--- src/rtl/step_pkg.sv ---
// step_pkg: phase table, state encoding and shared constants for the step phase sequencer
package step_pkg;
  localparam int IDX_W = 3;
  localparam logic [23:0] IDLE_TIMEOUT_DEF = 24'd5_000_000;
  typedef enum logic {DEENERGIZED = 1'b0, ENERGIZED = 1'b1} state_t;
  localparam logic [7:0][3:0] PHASE = {
    4'b1001, 4'b0001, 4'b0011, 4'b0010, 4'b0110, 4'b0100, 4'b1100, 4'b1000
  };
endpackage

--- src/rtl/step_idle_timer.sv ---
// step_idle_timer: counts running cycles and flags the last one before timeout (TIMEOUT=0 never expires)
module step_idle_timer
  import step_pkg::*;
#(
  parameter logic [23:0] TIMEOUT = IDLE_TIMEOUT_DEF
) (
  input  logic clk,
  input  logic rst,
  input  logic clear,
  input  logic run,
  output logic expired
);
  logic [23:0] count;
  assign expired = run && (TIMEOUT != '0) && (count == TIMEOUT - 24'd1);
  always_ff @(posedge clk) begin
    if (!rst || clear || expired) count <= '0;
    else if (run) count <= count + 24'd1;
  end
endmodule

--- src/rtl/step_phase_sequencer.sv ---
// step_phase_sequencer: half/full step coil sequencer with signed position and idle de-energize
module step_phase_sequencer
  import step_pkg::*;
#(
  parameter logic [23:0] IDLE_TIMEOUT = IDLE_TIMEOUT_DEF,
  parameter int POS_W = 16
) (
  input  logic             clk,
  input  logic             rst,
  input  logic             step_in,
  input  logic             full_step,
  input  logic             dir,
  input  logic             enable,
  output logic [3:0]       coils,
  output logic             energized,
  output logic [POS_W-1:0] position
);
  state_t state;
  logic [IDX_W-1:0] idx, idx_n;
  logic [POS_W-1:0] pos_n;
  logic [1:0] mag;
  logic step_d, step_ev, run, expired;
  assign step_ev = step_in & ~step_d;
  assign mag = (full_step & idx[0]) ? 2'd2 : 2'd1;
  assign idx_n = dir ? idx + IDX_W'(mag) : idx - IDX_W'(mag);
  assign pos_n = dir ? position + POS_W'(mag) : position - POS_W'(mag);
  assign run = enable & (state == ENERGIZED);
  assign energized = state == ENERGIZED;
  step_idle_timer #(.TIMEOUT(IDLE_TIMEOUT)) u_timer (
    .clk,
    .rst,
    .clear(~run | step_ev),
    .run,
    .expired
  );
  always_ff @(posedge clk) begin
    if (!rst) begin
      state <= DEENERGIZED;
      idx <= '0;
      position <= '0;
      coils <= 4'b0000;
      step_d <= 1'b1;
    end else begin
      step_d <= step_in;
      if (!enable) begin
        state <= DEENERGIZED;
        coils <= 4'b0000;
      end else if (step_ev) begin
        state <= ENERGIZED;
        idx <= idx_n;
        position <= pos_n;
        coils <= PHASE[idx_n];
      end else if (expired) begin
        state <= DEENERGIZED;
        coils <= 4'b0000;
      end
    end
  end
endmodule

--- config.mk ---
export PLATFORM = sky130hd
export DESIGN_NAME = step_phase_sequencer
export DESIGN_NICKNAME = d
export VERILOG_FILES = /design/src/rtl/step_pkg.sv /design/src/rtl/step_idle_timer.sv /design/src/rtl/step_phase_sequencer.sv
export SDC_FILE = /design/constraint.sdc
export NUM_CORES = 1
export LEC_CHECK = 0
export CORE_MARGIN = 2
export CORE_UTILIZATION = 27
export DETAILED_ROUTE_END_ITERATION = 12
export GPL_ROUTABILITY_DRIVEN = 0
export PLACE_DENSITY = 0.46
export REMOVE_ABC_BUFFERS = 1
export SLEW_MARGIN = 30
export SYNTH_ARGS = -nofsm -noshare
export SYNTH_HDL_FRONTEND = slang
export SYNTH_SLANG_ARGS = --single-unit
--- constraint.sdc ---
create_clock -name clk -period 3.87 [get_ports clk]
set_clock_uncertainty 0.15 [all_clocks]
set_input_delay 0.774 -clock clk [delete_from_list [all_inputs] [get_ports clk]]
set_output_delay 0.774 -clock clk [all_outputs]
set_load 0.05 [all_outputs]
After elaboration in Yosys (flattened, before gate mapping)
Memory sizes are Yosys's and may differ from the RTL's.
Cells that the tools add are included.
Cells by class
  add/subtract/negate cells: 5
  multiply operators: 0
  divide/modulo/power cells: 0
  $lt $le $gt $ge: 1
  eq/ne operators: 1
  shifts and indexed selects: 0
  mux-type cells: 8
  bitwise gates (word level): 6
  reduce and logical (&&, ||, !) cells: 7
Operators with widths (count)
  $add A24 B1 Y24 const B: 1
  $eq A24 B23 Y1 const B: 1
  $add A16 B2 Y16: 1
  $mux W16: 1
  $sub A16 B2 Y16: 1
  $mux W4: 3
  $lt A3 B4 Y1 const B: 1
  $reduce_and A2 Y1: 2
  $add A3 B2 Y3: 1
  $and A1 B1 Y1: 3
  $mux W3: 1
  $sub A3 B2 Y3: 1
  $logic_or A1 B1 Y1: 2
  $mux W1: 2
  $mux W2: 1
  $not A1 Y1: 2
  $reduce_bool A2 Y1: 1
  $logic_and A1 B1 Y1: 1
  $logic_not A1 Y1: 1
  $or A1 B1 Y1: 1
Word-level totals
  register bits after elaboration: 49
  latch bits: 0
  memory bits (writable): 0
  memory bits (read-only): 32
  input bits: 6
  output and inout port bits: 21
  word-level logic and storage cells: 35
  memories kept: 1
Memory list
  (name not given): depth 8, bits a word 4, read ports 1, clocked after memory_dff 0, write ports 0, RTL line step_phase_sequencer.sv:52  | coils <= PHASE[idx_n];

Longest topological paths before layout
Gate-level depths: netlist of the first run.
  word-level depth: 7
  gate-level depth with buffers: 10
  depth with buffers taken out: 10

By module
From an unflattened synthesis of the first run, not the netlist that was laid out.
Second synthesis, totals
  cells, all modules: 356
  area total of the unflattened synthesis: 2935.3 um2
By module, submodules not included
  step_phase_sequencer: instances 1, cells an instance 215, area an instance 1746.7 um2, seq. area each 500.5 um2
  step_idle_timer: instances 1, cells an instance 141, area an instance 1188.6 um2, seq. area each 480.5 um2

Worst setup path before layout of the first run
No wires, ideal clock.
  path kind: input to register
  start point: input full_step
  end point: register position[12]
  setup time: 122 ps
  arrival time: 2559 ps
  data required time: 3598 ps
  path slack: 1039 ps
  stages on the path: 9
  buffers on the path: 0
  cell sequence: nand2_1 > ha_1 > fa_1 > a21o_1 > a21oi_1 > o21ai_1 > a32oi_2 > mux2i_1 > a311o_1
Between the ends
  word-level cells in the longest chain between the ends: 4
  elaborated cells between the ends (all ways): 5
  those cells by class: add/sub (2); mux (2); bitwise (1)
RTL lines
  start, declared: RTL line step_phase_sequencer.sv:11  | input logic full_step,
  $and A1 B1 Y1 *: RTL line step_phase_sequencer.sv:24  | assign mag = (full_step & idx[0]) ? 2'd2 : 2'd1;
  $mux W2 *: RTL line step_phase_sequencer.sv:24
  $sub A16 B2 Y16 or $add A16 B2 Y16 (tied branches): RTL line step_phase_sequencer.sv:26  | assign pos_n = dir ? position + POS_W'(mag) : position - POS_W'(mag);
  $mux W16 *: RTL line step_phase_sequencer.sv:26
  end signal, assigned: RTL line step_phase_sequencer.sv:51  | position <= pos_n;
  end, declared: RTL line step_phase_sequencer.sv:16  | output logic [POS_W-1:0] position
Every way passes the cells marked *; elsewhere a longest branch is shown, timed or not.
A chain may end at the register's enable or synchronous reset.

Final worst setup path of the first run
  start point: input dir
  end point: register position[12]
Between the ends
  word-level cells in the longest chain between the ends: 1
RTL lines
  start, declared: RTL line step_phase_sequencer.sv:12  | input logic dir,
  $mux W16: RTL line step_phase_sequencer.sv:26
No other way between the ends.

==> results of run 1 <==
layer usage:
layer | share of wire, % | vias to the layer above
met4 | 0.90 | 0
met5 | 0 | -
met1 | 52 | 1071
met2 | 43 | 38
li1 | - | 1229
met3 | 3.7 | 5
state kept, by name (all words and copies together), names as in the netlist:
signal and cells:
coils 4, energized 1, step_d 1, position 16, idx 3, u_timer.count 24
cells in the mapped netlist, types with 2 or more instances:
cell type	instances
dfxtp_1	49
xnor2_1	17
fa_1	2
a21boi_0	4
buf_2	4
a31oi_1	2
nand3_1	19
inv_1	10
o211a_1	2
and2_1	8
a21o_1	6
nor4_1	2
nand4_1	6
nor2_1	42
nand2_1	40
nand2b_1	4
nand3b_1	2
a32oi_1	2
ha_1	17
mux2i_1	5
o21ai_1	8
a21oi_1	20
o21bai_1	2
clkbuf_1	9
and3_1	3
o21ai_0	9
xor2_1	16
nor2b_1	3
nor3b_1	3
nor3_1	7
and4_1	4
worst paths after layout:
check                         from  depth (start not counted)               end
setup / recovery               dir                          9      position[12]
hold / removal    u_timer.count[0]                          1  u_timer.count[0]
setup reg to reg            idx[0]                          9      position[12]
hold reg to reg   u_timer.count[0]                          1  u_timer.count[0]
per-stage QoR:
step	utilization, %	hold WS [ps]
final	32.3	295
after global routing	32.3	333
after CTS	32.3	306
after detailed placement	31.4	286
after global placement	31.4	278
after floorplan	-	263
worst max-delay path, stage by stage:
cell and delay [ps]:
clkdlybuf4s50_1 540, inv_1 200, ha_1 450, a21o_1 220, a21o_1 180, a21o_1 220
a32oi_2 230, mux2i_1 100, a311o_1 310
report_power, final:
part / switching, mW / leakage (nW) / internal [mW]
registers: 0.00588 / 0.396 / 0.511
logic: 0.0847 / 0.778 / 0.0516
clock network: 0.197 / 0.0481 / 0.129
total: 0.287 / 1.22 / 0.692
layout by cell type, fill, tap and decap left out, drive strengths merged, types with 2 or more instances in the layout:
| cell | count |
|---|---|
| a21boi | 4 |
| a21o | 6 |
| a21oi | 20 |
| a31oi | 2 |
| a32oi | 3 |
| and2 | 8 |
| and3 | 3 |
| and4 | 4 |
| buf | 4 |
| clkbuf | 5 |
| clkdlybuf4s50 | 26 |
| clkinv | 3 |
| dfxtp | 49 |
| fa | 2 |
| ha | 17 |
| inv | 10 |
| mux2i | 5 |
| nand2 | 40 |
| nand2b | 4 |
| nand3 | 20 |
| nand3b | 2 |
| nand4 | 7 |
| nor2 | 42 |
| nor2b | 3 |
| nor3 | 7 |
| nor3b | 4 |
| nor4 | 3 |
| o211a | 2 |
| o21ai | 17 |
| o21bai | 2 |
| xnor2 | 17 |
| xor2 | 16 |
logic make-up after synthesis:
family | synth area share [%]
DFF | 34.9
and+or+nand+nor | 27.2
muxes | 1.78
adders and majority gates | 9.00
buffers and inverters | 3.25
AOI/OAI and AO/OA | 13.6
xor gates and xnor gates | 10.3
cell type report:
| cell class | count | area (um2) | share of cell area, % |
|---|---|---|---|
| clock buffers | 5 | 68.8 | 2.08 |
| clock inverters | 3 | 22.5 | 0.681 |
| inverters | 10 | 37.5 | 1.14 |
| multi-input cells | 269 | 1740 | 52.5 |
| flip-flops and latches | 49 | 981 | 29.7 |
| well taps | 136 | 170 | 5.15 |
| repair buffers | 30 | 290 | 8.78 |
==> results_dict.tcl, run 1 <==
set metrics [dict create \
    outcome "finished, final reports clean" \
    cts_hold_buf 0 \
    synthArstFlopShare_pct 0 \
    ys_seq_area_share_pct 34.9 \
    drtIter0Drc 34 \
    syn_avg_cell_area_um2 8.24 \
    antenna_found_initial 0 \
    dp_cells 494 \
    diodes 0 \
    use_met1_pct 16.1 \
    rows 37 \
    startpoint_type "primary input" \
    p_total_uw 979 \
    dp_hpwl_mm 4.60 \
    grt_pass1_wl_mm 10.6 \
    routed_via_density 4.67 \
    cp_max_fo 9 \
    hold_path_class "flip-flop to flip-flop" \
    wire_per_inst_um 12.6 \
    first_pass_iters 4 \
    synth-edff-count 0 \
    leakage_nw 1.22 \
    die_area_mm2 0.0112 \
    layout-drive-gt1-share_pct 4.64 \
    rsz0062_at_grt "false" \
    regToRegSetupSlack_ps 1260 \
    numCtsBuffers 5 \
    cap_violations 0 \
    min_period_ps 3150 \
    met2_usage_pct 18.1 \
    ys_seq_elements 49 \
    grt_pass1_vias 2192 \
    path_class "primary input to flip-flop" \
    yosys-top-cells-area "dfxtp_1 35%, ha_1 7.6%, nor2_1 5.6%, nand2_1 5.3%, xnor2_1 5.3%" \
    overflow 0 \
    hold_viol 0 \
    endpoint_kind "flip-flop" \
    synth_area_leader_cell "dfxtp_1" \
    cellPowerDensity_mw_per_mm2 296 \
    clock_latency_ps 320 \
    netlist_area_mm2 0.00281 \
    root_buffer "clkbuf_8" \
    irDropWorstVdd_uv 129 \
    core_area_mm2 0.0102 \
    critPathRequiredTime_ps 3930 \
    yosysTopAreaCellShare_pct 34.9 \
    post_cts_resized 0 \
    setup_ws_ps 715 \
    h-tree-depth 2 \
    post_cts_buffers 0 \
    use_met3_pct 3.37 \
    crit_arrival_ps 3220 \
    cts_tree "built" \
    synth.distinct_cells 45 \
    syn_to_final_growth_pct 17.7 \
    synth_warnings 0 \
    route.detailed.drc 0 \
    slew_headroom_pct 51.6 \
    post_dp_cell_area_mm2 0.00322 \
    nets 390 \
    grt_max_degree 26 \
    synth_ff_type "dfxtp_1" \
    die_w_um 106 \
    fillCellCount 1116 \
    ant_nets 0 \
    final_cell_count_no_fill 502 \
    start_util_pct 27.5 \
    finalSetupViolations 0 \
    fmax_mhz 317 \
    ios 27 \
    post-route-period-util_pct 81.5 \
    tightest_slew_ps 726 \
    finish.instance_area_mm2 0.00331 \
    busiest_layer "met2" \
    via_count 2343 \
    cts.sinks 49 \
    synthCells 341 \
    port_buffers 26 \
    die_h_um 106 \
    fin_tns_setup_ps 0 \
    dp_slack_ps 378 \
    grt_usage_pct 11.7 \
    cts_buffer_depth 2 \
    clkSlewWorstSetupHoldPaths_ps 100 \
    wl_mm 6.34 \
    finalMaxSlewViolations 0 \
]
(Power assumes the default switching activity.)
==> run 2, diff against run 1 <==
PLACE_DENSITY = 0.47   (was 0.46)
clock period = 2.8 ns   (was 3.87 ns; I/O delays follow)
==> run 2 against run 1 <==
  * Die area stayed put
  * Setup slack worse by 600 ps
  * Core utilization is 4.0 points higher
  * Sequential share of layout area is 3.3 points lower
  * Clock power is 34% higher
  * Power is 42% higher
  * Combinational power is 76% higher
  * Cell area is 12% higher
  * Cell count is 9.4% higher
  * Flip-flop and latch count stayed put
  * Register-to-register slack worse by 790 ps
  * Critical path depth stayed put
==> results_dict.tcl, run 2 (synthesis gave the netlist of run 1 again) <==
set metrics [dict create \
    outcome "finished, final reports clean" \
    root_buffer "clkbuf_8" \
    cts.sinks 49 \
    diodes 0 \
    die_w_um 106 \
    fmax_mhz 373 \
    antenna_found_initial 0 \
    grt_pass1_vias 2467 \
    irDropWorstVdd_uv 153 \
    ant_nets 0 \
    start_util_pct 27.5 \
    critPathTopFamily "compound AO/OA/AOI/OAI gates" \
    clock_latency_ps 310 \
    critPathRequiredTime_ps 2860 \
    layout_common_cells "50 x buf_4, 49 x dfxtp_1, 42 x nor2_1" \
    final_common_cell "buf_4" \
    top_register "u_timer.count" \
    p_seq_share_pct 51.4 \
    rows 37 \
    reg2reg_depth 9 \
    post-route-period-util_pct 95.8 \
    crit_arrival_ps 2740 \
    power_switching_uw 395 \
    syn_to_final_growth_pct 32.2 \
    hold_path_class "flip-flop to flip-flop" \
    cellPowerDensity_mw_per_mm2 374 \
    die_h_um 106 \
    clkSlewWorstSetupHoldPaths_ps 90 \
    clkPwrFrac_pct 31.4 \
    path_class "primary input to flip-flop" \
    cp_cell_sequence "clkdlybuf4s50_1, inv_2, buf_4, ha_1, a21o_1, a21o_1, a32oi_2, mux2i_1, a311o_1" \
    p_total_mw 1.39 \
    regToRegSetupSlack_ps 470 \
    startpoint_type "primary input" \
    core_area_mm2 0.0102 \
    top_regs "u_timer.count: 24 flops, position: 16 flops, coils: 4 flops" \
    worstHoldPathCells 1 \
    nets 437 \
    wl_mm 6.62 \
    grt_pass1_wl_mm 11.5 \
    endpoint_kind "flip-flop" \
    numCtsBuffers 5 \
    h-tree-depth 2 \
    finalSetupViolations 0 \
    cp_max_fo 8 \
    ios 27 \
    tightest_slew_ps 505 \
    die_area_mm2 0.0112 \
    rr_endpoint "position[12]" \
    routed_via_density 4.53 \
    wire_per_inst_um 12.1 \
    cts_tree "built" \
    via_count 2487 \
    dp_hpwl_mm 4.96 \
    rsz0062_at_grt "true" \
    port_buffers 26 \
    pwr-share-comb_pct 17.2 \
    cap_violations 0 \
    grt_usage_pct 12.5 \
    route.detailed.drc 0 \
    min_from "u_timer.count[0]" \
    min_period_ps 2680 \
    largest_reg_flops 24 \
    drtIter0Drc 66 \
    post_dp_cell_area_mm2 0.00358 \
    critPathSlowestCell "clkdlybuf4s50_1" \
    p_int_uw 996 \
    min_to "u_timer.count[0]" \
    hold_viol 0 \
    slew_headroom_pct 66.2 \
    first_pass_iters 4 \
    finish.instance_area_mm2 0.00371 \
    overflow 0 \
    crit_buf_inv 3 \
    p_sw_share_pct 28.4 \
    finalMaxSlewViolations 0 \
    layout-drive-gt1-share_pct 18.2 \
    crit_top_cell "a21o_1" \
    grt_max_degree 26 \
    worstReg2RegStart "idx[0]" \
    cts_buffer_depth 2 \
    leakage_nw 1.47 \
    max_stage_delay_ps 520 \
]
## run 2: area by class of cell
cell class                      instances  area (um2)
Tap cell                              136         170
Fill cell                            1078        6520
Clock buffer                            6        72.6
Clock inverter                          2        13.8
Inverter                               10        37.5
Sequential cell                        49         981
Multi-Input combinational cell        269        1780
Timing Repair Buffer                   77         656
## run 2: how the worst max path moves through the flow
stage / slack, ps / start / depth (start not counted) / to
2_1_floorplan: 180 / full_step / 9 / position[12]
3_3_place_gp: -330 / full_step / 10 / position[12]
3_5_place_dp: -380 / full_step / 10 / position[12]
4_1_cts: 10 / dir / 9 / position[15]
5_1_grt: -30 / full_step / 12 / coils[3]
6_report: 120 / dir / 9 / position[12]
## run 2: power groups by stage
stage | Combinational (mW) | Clock (mW) | Sequential, mW
after floorplan | 0.104 | 0 | 0.756
after global placement | 0.232 | 0 | 0.731
after detailed placement | 0.233 | 0 | 0.731
after CTS | 0.236 | 0.469 | 0.715
after global routing | 0.264 | 0.487 | 0.717
final | 0.239 | 0.436 | 0.715
## run 2: metal layers
metal	global-route usage (%)	up-vias	share of wire [%]
li1	-	1324	-
met1	16.7	1131	52
met2	20.5	24	44
met3	2.58	8	2.5
met4	3.57	0	1.5
met5	0	-	0
## run 2: through the flow
stage / TNS (ps) / utilization (%) / std cells / setup slack [ps] / hold slack (ps)
6_report: 0 / 36.3 / 549 / 117 / 294
3_3_place_gp: -3150 / 35.0 / 541 / -326 / 277
5_1_grt: -33.6 / 36.3 / 549 / -27.1 / 331
4_1_cts: 0 / 35.9 / 549 / 9.72 / 296
3_5_place_dp: -3650 / 35.0 / 541 / -375 / 280
2_1_floorplan: 0 / - / 328 / 183 / 263
## run 2: what timing repair did
item,4_1_cts,5_1_grt
hold buffers,0,0
gates cloned,0,0
pin swaps,0,3
buffers inserted,0,0
hold endpoints to repair,0,0
endpoints found under the setup margin,2,8
gates resized for setup,2,11
